===== src/rtl/digit_pkg.sv =====
// Shared types and constants for the SPI image loader front end.
package digit_pkg;

    localparam int NUM_PIXELS  = 144;
    localparam int PIXEL_W     = 4;
    localparam int SYNC_STAGES = 2;

    localparam logic [7:0] CMD_START = 8'h00;
    localparam logic [7:0] CMD_RUN   = 8'hFF;
    localparam logic [7:0] RESULT_NONE = 8'hFF;

    // Pointer value of the final pixel pair; reaching it completes the image.
    localparam logic [7:0] LAST_PTR = 8'(NUM_PIXELS - 2);

    typedef enum logic [1:0] {
        IDLE = 2'd0,
        LOAD = 2'd1,
        ARM  = 2'd2,
        RUN  = 2'd3
    } loader_state_t;

endpackage


===== src/rtl/spi_slave_phy.sv =====
// SPI slave physical layer: input synchronisers, SCK/SS edge detection,
// LSB-first receive shifter with byte strobe and LSB-first transmit shifter.
module spi_slave_phy
    import digit_pkg::*;
(
    input  logic       clk,
    input  logic       n_rst,
    input  logic       sck,
    input  logic       ss,
    input  logic       mosi,
    input  logic [7:0] tx_data,
    output logic       miso,
    output logic       byte_done,
    output logic [7:0] rx_byte
);

    logic [SYNC_STAGES-1:0] sck_sync_r;
    logic [SYNC_STAGES-1:0] ss_sync_r;
    logic [SYNC_STAGES-1:0] mosi_sync_r;
    logic                   sck_prev_r;
    logic                   ss_prev_r;
    logic [2:0]             bitcnt_r;
    logic [7:0]             rx_r;
    logic [7:0]             tx_r;
    logic [7:0]             tx_nxt_s;
    logic                   byte_done_r;
    logic                   miso_r;

    logic sck_s, ss_s, mosi_s;
    logic sck_rise_s, sck_fall_s, ss_fall_s, ss_rise_s;

    assign sck_s      = sck_sync_r[SYNC_STAGES-1];
    assign ss_s       = ss_sync_r[SYNC_STAGES-1];
    assign mosi_s     = mosi_sync_r[SYNC_STAGES-1];
    assign sck_rise_s = sck_s & ~sck_prev_r;
    assign sck_fall_s = ~sck_s & sck_prev_r;
    assign ss_fall_s  = ~ss_s & ss_prev_r;
    assign ss_rise_s  = ss_s & ~ss_prev_r;

    // Synchronise async SPI pins; SS resets to its idle level so no false frame edge appears.
    always_ff @(posedge clk or negedge n_rst) begin
        if (!n_rst) begin
            sck_sync_r  <= '0;
            ss_sync_r   <= '1;
            mosi_sync_r <= '0;
            sck_prev_r  <= 1'b0;
            ss_prev_r   <= 1'b1;
        end else begin
            sck_sync_r  <= {sck_sync_r[SYNC_STAGES-2:0], sck};
            ss_sync_r   <= {ss_sync_r[SYNC_STAGES-2:0], ss};
            mosi_sync_r <= {mosi_sync_r[SYNC_STAGES-2:0], mosi};
            sck_prev_r  <= sck_s;
            ss_prev_r   <= ss_s;
        end
    end

    // Receive shifter; a frame closed early drops its partial byte.
    always_ff @(posedge clk or negedge n_rst) begin
        if (!n_rst) begin
            rx_r        <= 8'h00;
            bitcnt_r    <= 3'd0;
            byte_done_r <= 1'b0;
        end else if (ss_rise_s) begin
            bitcnt_r    <= 3'd0;
            byte_done_r <= 1'b0;
        end else if (sck_rise_s && !ss_s) begin
            rx_r        <= {mosi_s, rx_r[7:1]};
            bitcnt_r    <= bitcnt_r + 3'd1;
            byte_done_r <= (bitcnt_r == 3'd7);
        end else begin
            byte_done_r <= 1'b0;
        end
    end

    // Next transmit shifter contents: load on frame start, shift on SCK fall.
    always_comb begin
        tx_nxt_s = tx_r;
        if (ss_fall_s) begin
            tx_nxt_s = tx_data;
        end else if (sck_fall_s && !ss_s) begin
            tx_nxt_s = {1'b0, tx_r[7:1]};
        end else begin
            tx_nxt_s = tx_r;
        end
    end

    // Transmit shifter and registered MISO, forced low outside a frame.
    always_ff @(posedge clk or negedge n_rst) begin
        if (!n_rst) begin
            tx_r   <= 8'h00;
            miso_r <= 1'b0;
        end else begin
            tx_r   <= tx_nxt_s;
            miso_r <= ss_s ? 1'b0 : tx_nxt_s[0];
        end
    end

    assign miso      = miso_r;
    assign byte_done = byte_done_r;
    assign rx_byte   = rx_r;

endmodule


===== src/rtl/spi_image_loader.sv =====
// SPI image loader: command FSM, pixel pointer, two-nibble write sequencer
// and result register in front of the digit recognition core.
module spi_image_loader
    import digit_pkg::*;
(
    input  logic               clk,
    input  logic               n_rst,
    input  logic               SCK,
    input  logic               SS,
    input  logic               MOSI,
    output logic               MISO,
    output logic               pix_we,
    output logic [7:0]         pix_addr,
    output logic [PIXEL_W-1:0] pix_data,
    output logic               start,
    input  logic               result_valid,
    input  logic [7:0]         result_digit,
    output logic               busy
);

    loader_state_t      state_r, state_nxt_s;
    logic [7:0]         ptr_r, ptr_nxt_s;
    logic [7:0]         byte_r, byte_nxt_s;
    logic               hi_pend_r, hi_pend_nxt_s;
    logic [7:0]         result_r, result_nxt_s;
    logic               we_r, we_nxt_s;
    logic [7:0]         addr_r, addr_nxt_s;
    logic [PIXEL_W-1:0] data_r, data_nxt_s;
    logic               start_r, start_nxt_s;
    logic               busy_r;
    logic               byte_done_s;
    logic [7:0]         rx_byte_s;

    spi_slave_phy u_phy (
        .clk       (clk),
        .n_rst     (n_rst),
        .sck       (SCK),
        .ss        (SS),
        .mosi      (MOSI),
        .tx_data   (result_r),
        .miso      (MISO),
        .byte_done (byte_done_s),
        .rx_byte   (rx_byte_s)
    );

    // Next-state and next-output logic; the high nibble is written the cycle after the low one.
    always_comb begin
        state_nxt_s   = state_r;
        ptr_nxt_s     = ptr_r;
        byte_nxt_s    = byte_r;
        hi_pend_nxt_s = 1'b0;
        result_nxt_s  = result_r;
        we_nxt_s      = 1'b0;
        addr_nxt_s    = addr_r;
        data_nxt_s    = data_r;
        start_nxt_s   = 1'b0;
        case (state_r)
            IDLE: begin
                if (byte_done_s && (rx_byte_s == CMD_START)) begin
                    state_nxt_s = LOAD;
                    ptr_nxt_s   = 8'd0;
                end else begin
                    state_nxt_s = IDLE;
                end
            end
            LOAD: begin
                if (hi_pend_r) begin
                    we_nxt_s    = 1'b1;
                    addr_nxt_s  = ptr_r + 8'd1;
                    data_nxt_s  = byte_r[2*PIXEL_W-1:PIXEL_W];
                    ptr_nxt_s   = ptr_r + 8'd2;
                    state_nxt_s = (ptr_r == LAST_PTR) ? ARM : LOAD;
                end else if (byte_done_s) begin
                    we_nxt_s      = 1'b1;
                    addr_nxt_s    = ptr_r;
                    data_nxt_s    = rx_byte_s[PIXEL_W-1:0];
                    byte_nxt_s    = rx_byte_s;
                    hi_pend_nxt_s = 1'b1;
                end else begin
                    state_nxt_s = LOAD;
                end
            end
            ARM: begin
                if (byte_done_s && (rx_byte_s == CMD_RUN)) begin
                    start_nxt_s  = 1'b1;
                    result_nxt_s = RESULT_NONE;
                    state_nxt_s  = RUN;
                end else if (byte_done_s && (rx_byte_s == CMD_START)) begin
                    state_nxt_s = LOAD;
                    ptr_nxt_s   = 8'd0;
                end else begin
                    state_nxt_s = ARM;
                end
            end
            RUN: begin
                if (result_valid) begin
                    result_nxt_s = result_digit;
                    state_nxt_s  = IDLE;
                end else begin
                    state_nxt_s = RUN;
                end
            end
            default: begin
                state_nxt_s = IDLE;
                ptr_nxt_s   = 8'd0;
            end
        endcase
    end

    // State, sequencer and registered outputs.
    always_ff @(posedge clk or negedge n_rst) begin
        if (!n_rst) begin
            state_r   <= IDLE;
            ptr_r     <= 8'd0;
            byte_r    <= 8'h00;
            hi_pend_r <= 1'b0;
            result_r  <= RESULT_NONE;
            we_r      <= 1'b0;
            addr_r    <= 8'd0;
            data_r    <= '0;
            start_r   <= 1'b0;
            busy_r    <= 1'b0;
        end else begin
            state_r   <= state_nxt_s;
            ptr_r     <= ptr_nxt_s;
            byte_r    <= byte_nxt_s;
            hi_pend_r <= hi_pend_nxt_s;
            result_r  <= result_nxt_s;
            we_r      <= we_nxt_s;
            addr_r    <= addr_nxt_s;
            data_r    <= data_nxt_s;
            start_r   <= start_nxt_s;
            busy_r    <= (state_nxt_s != IDLE);
        end
    end

    assign pix_we   = we_r;
    assign pix_addr = addr_r;
    assign pix_data = data_r;
    assign start    = start_r;
    assign busy     = busy_r;

endmodule

===== config.mk =====
export PLATFORM = sky130hd
export DESIGN_NAME = spi_image_loader
export DESIGN_NICKNAME = d
export VERILOG_FILES = /design/src/rtl/digit_pkg.sv /design/src/rtl/spi_slave_phy.sv /design/src/rtl/spi_image_loader.sv
export SDC_FILE = /design/constraint.sdc
export NUM_CORES = 1
export LEC_CHECK = 0
export ABC_CLOCK_PERIOD_IN_PS = 2230
export CAP_MARGIN = 0
export CORE_MARGIN = 10
export CORE_UTILIZATION = 24
export DETAILED_ROUTE_END_ITERATION = 10
export GPL_TIMING_DRIVEN = 1
export PLACE_DENSITY = 0.47
export SLEW_MARGIN = 5
export SYNTH_ARGS = -nofsm -noshare
export SYNTH_HDL_FRONTEND = slang
export SYNTH_SLANG_ARGS = --single-unit

===== constraint.sdc =====
create_clock -name clk -period 2.23 [get_ports clk]
set_input_delay 0.3345 -clock clk [delete_from_list [all_inputs] [get_ports clk]]
set_output_delay 0.3345 -clock clk [all_outputs]
set_load 0.1 [all_outputs]

==> impl_summary.md <==
Yosys
After synthesis, the netlist uses 41 different library cells. Synthesis handed over a netlist of 208 instances. The async set or reset register ratio after synthesis is 100.0%.

The average instance area after synthesis is 13.14 um^2. Sequential cells were found to cover 60.92% of the synthesized design area. The cell area that synthesis handed to floorplanning was 2734 um^2. The portion of synthesized cell area occupied by the leading cell type is 50.34%. For this run, the number of Yosys warnings is 0. sky130_fd_sc_hd__dfrtp_1 takes more of the synthesized area than any other cell. Counting flops with a built-in enable in the synthesized netlist gives 0.

The synthesized design contains 66 register bits. In the synthesized netlist the dominant register cell turns out to be sky130_fd_sc_hd__dfrtp_1. The post-synth net total is 225. In the post-synthesis netlist, the biggest area contributors are sky130_fd_sc_hd__dfrtp_1 (50%), sky130_fd_sc_hd__mux2_2 (11%), sky130_fd_sc_hd__dfstp_2 (11%).

Setup path
The signal on the critical path passes through or4b_1 -> or4_1 -> a311o_1. The critical path runs through a total of 3 cells. For this design, the slowest cell found on the critical path is sky130_fd_sc_hd__or4b_1.

The worst reg2reg path endpoint is state_r[0]. The startpoint identified for the worst register-to-register timing path is ptr_r[4]. The length in cells of the worst reg-to-reg path is 3. The worst setup path is captured at a register. Of all nets on the critical path, the largest fanout is 8. The kind of launch point of the worst setup path is a register.

The endpoint arrival time on the critical path is 2.07 ns. Broken down by cell family, the worst path's largest delay share belongs to simple AND/OR/NAND/NOR gates. The required time of the critical path is 2.43 ns.

Counting both buffers and inverters, the worst setup path holds a total of 0. The biggest cell delay along the critical path is 0.56 ns. The worst-case register-to-register setup slack is 0.36 ns. The worst setup path is of the reg2reg kind.

CTS
The clock root buffer is sky130_fd_sc_hd__clkbuf_16. The maximum level of the CTS H-tree is 3. The tree built by TritonCTS fans out to 66 sinks. Buffers inserted during clock tree synthesis total 9.

The number of buffers added to fix hold violations after cts is 0. The post-CTS setup buffer count is 0. For the worst-skew pair, the clock arrives at the later sink with an insertion delay of 0.33 ns. The quantity of gates resized following cts is 0.

The clock tree from TritonCTS is built. The clock-pin slew reported for the worst setup and hold paths after clock tree synthesis is 0.05 ns. The buffer depth of the longest clock path is 2.

Floorplan
The horizontal die dimension is 126.7 um. The floorplan step set the die height to 126.7 um. The starting utilization of the core area is 24.89%. The overall die area is 16,060 um^2.

The core region is 10,980 um^2. The I/O pin total is 30. The floorplan has 38 rows.

Final layout
For this run, the post-layout net count is 265. The number of antenna diodes in the final layout is 0. The relative area change from synthesis to final layout is 27.46%. In the layout the commonest cells are sky130_fd_sc_hd__dfrtp_1 (55), sky130_fd_sc_hd__mux2_2 (27), sky130_fd_sc_hd__buf_4 (24). The proportion of layout cells with a drive suffix above 1 is 31.62%. The most common cell after layout, fill and taps aside is sky130_fd_sc_hd__dfrtp_1.

Routing
The length of the first detailed-routing pass in iterations is 4. Dividing the detail-routed wire length by the instance count gives 14.84 um. Dividing the detail-routed via count by the number of cells gives 4.573. Summed over all layers, the routed wires come to 5831 um. The number of DRC markers after the initial detailed-route iteration is 91. The count of vias placed by the detailed router is 1,797. Once detail routing completed, the nets flagged for antenna violations numbered 0. The total DRC errors in the routed layout is 0.

Job
The max-cap check violation count is 0.

Placement
Routability-driven placement finished with a final weighted congestion of 0.7701. Detailed placement ended at an HPWL of 3867 um. Port buffering added 29 buffers. The minimum setup slack after placement is 0.3659 ns.

GRT
The via count of the first global-routing pass came to 1,938. The first-pass GRT wire length is 10,060 um. After global routing, the most crowded layer is met2.

The largest net degree at the start of global routing is 67. Global routing consumed, on the met1 layer, 10.16% of the routing resources. The number of antenna violations at the first check in global routing is 0. Summed over all layers, the global routing overflow is 0. For this run, the total global-route usage over all layers was measured as 7.778%.

The global routing usage on met2 is 10.75%. Global routing used 2.249% of the available met3 tracks.

STA
The number of pins exceeding their max-slew limit in the final report was 0. The routed design could run at a clock period as short as 1.867 ns. Adding up every negative setup slack in the final design gives 0 ns.

The number of setup violations in the final report is 0. Timing would allow up to 535.7 MHz. The final hold violation count is 0. Setup repair after global routing left no endpoint under its margin. At the pin with the least slew margin, the transition time is 0.6398 ns.

Dividing the final minimum period by the clock period gives 83.70%. Setup slack closes at 0.3634 ns. The clock arrives with 0.006789 ns of skew. In this run the tightest slew margin relative to its limit is 57.15%.

Power
The worst-case IR drop observed on VDD is 0.0003490 V. The net switching power figure is 0.6997 mW. The share of total power dissipated in the clock network is 45.4%. The proportion of power drawn by flip-flops and latches is 46.5%. The leakage power is 1.488 nW.

The power per cell area is 866.7 nW/um^2. Net switching is 23.17% of the power. The share of total power in combinational logic is 8.1%. The internal portion of the total power is 2.320 mW. Total power for the finished layout comes to 3.020 mW.

Min path
The path category of the worst min-delay check is in2async.

Outcome
The flow ran to the end, and the final reports show no timing, DRC or antenna violations.
## cell type report
type | count | area [um^2]
fillers | 1085 | 7498
clock inverters | 3 | 40.04
clock buffers | 13 | 250.2
flip-flops and latches | 66 | 1665
repair buffers | 38 | 325.3
multi-input cells | 130 | 1017
inverters | 3 | 11.26
well taps | 140 | 175.2
## layer usage
metal | wire, um | part of all wire [%]
met5 | 0 | 0
met4 | 168 | 2.9
met3 | 157 | 2.7
met2 | 2601 | 45
met1 | 2904 | 50
## worst reg2reg max path: cells and delay by family, from the launching register on
family             cells  cell delay [ns]
AOI/OAI and AO/OA      1             0.32
DFF                    1             0.45
and+or+nand+nor        2             0.97
## power by group through the flow
stage | sequential (mW) | clock [mW] | combinational, mW
2_1_floorplan | 1.40 | 0 | 0.150
3_3_place_gp | 1.42 | 0 | 0.245
3_5_place_dp | 1.42 | 0 | 0.249
4_1_cts | 1.40 | 1.41 | 0.250
5_1_grt | 1.42 | 1.48 | 0.278
6_report | 1.40 | 1.37 | 0.244
## state kept, by name, indices dropped and copies added (netlist names)
register           count
pix_addr               8
result_r               8
u_phy.rx_byte          8
u_phy.tx_r             8
ptr_r                  7
byte_r                 4
pix_data               4
u_phy.bitcnt_r         3
state_r                2
u_phy.mosi_sync_r      2
u_phy.sck_sync_r       2
u_phy.ss_sync_r        2
busy                   1
hi_pend_r              1
pix_we                 1
start                  1
u_phy.byte_done        1
u_phy.miso             1
u_phy.sck_prev_r       1
u_phy.ss_prev_r        1
## synth_stat cells, types with 5 or more instances
library cell / number
sky130_fd_sc_hd__mux2i_1: 9
sky130_fd_sc_hd__dfstp_2: 11
sky130_fd_sc_hd__mux2_2: 27
sky130_fd_sc_hd__dfrtp_1: 55
sky130_fd_sc_hd__o22a_1: 8
sky130_fd_sc_hd__a22oi_1: 6
sky130_fd_sc_hd__nor2_1: 5
sky130_fd_sc_hd__nand2_1: 13
sky130_fd_sc_hd__o21ai_0: 11
sky130_fd_sc_hd__clkbuf_1: 5
## worst max path at each step
stage / startpoint / endpoint / slack (ns)
finish: ptr_r[4] / state_r[0] / 0.36
global route: ptr_r[4] / state_r[0] / 0.27
CTS: ptr_r[4] / state_r[0] / 0.36
detailed placement: ptr_r[4] / state_r[0] / 0.37
global placement: ptr_r[4] / state_r[0] / 0.40
floorplan: ptr_r[4] / state_r[0] / 0.46
## kinds of logic (layout without fill, tap and decap cells)
group,count (synthesis),count (layout),synth area share (%)
adder cells (fa/ha/maj),3,3,1.373
multiplexers,36,36,14.42
AO/OA/AOI/OAI,42,42,11.40
flip-flops,66,66,60.92
AND/OR/NAND/NOR,47,47,9.382
XOR/XNOR,2,2,0.6408
buffers and inverters,12,57,1.876
## through the flow
stage | std cells | hold slack [ns] | util, % | cell area (um^2)
4_1_cts | 393 | 0.04217 | 31.73 | 3485
3_3_place_gp | 377 | 0.3389 | 29.08 | 3194
3_5_place_dp | 377 | 0.3385 | 29.08 | 3194
6_report | 393 | 0.006942 | 31.73 | 3485
5_1_grt | 393 | 0.04014 | 31.73 | 3485
2_1_floorplan | 208 | 0.03891 | - | 2734
No activity file was read; power rests on OpenSTA's default activity.
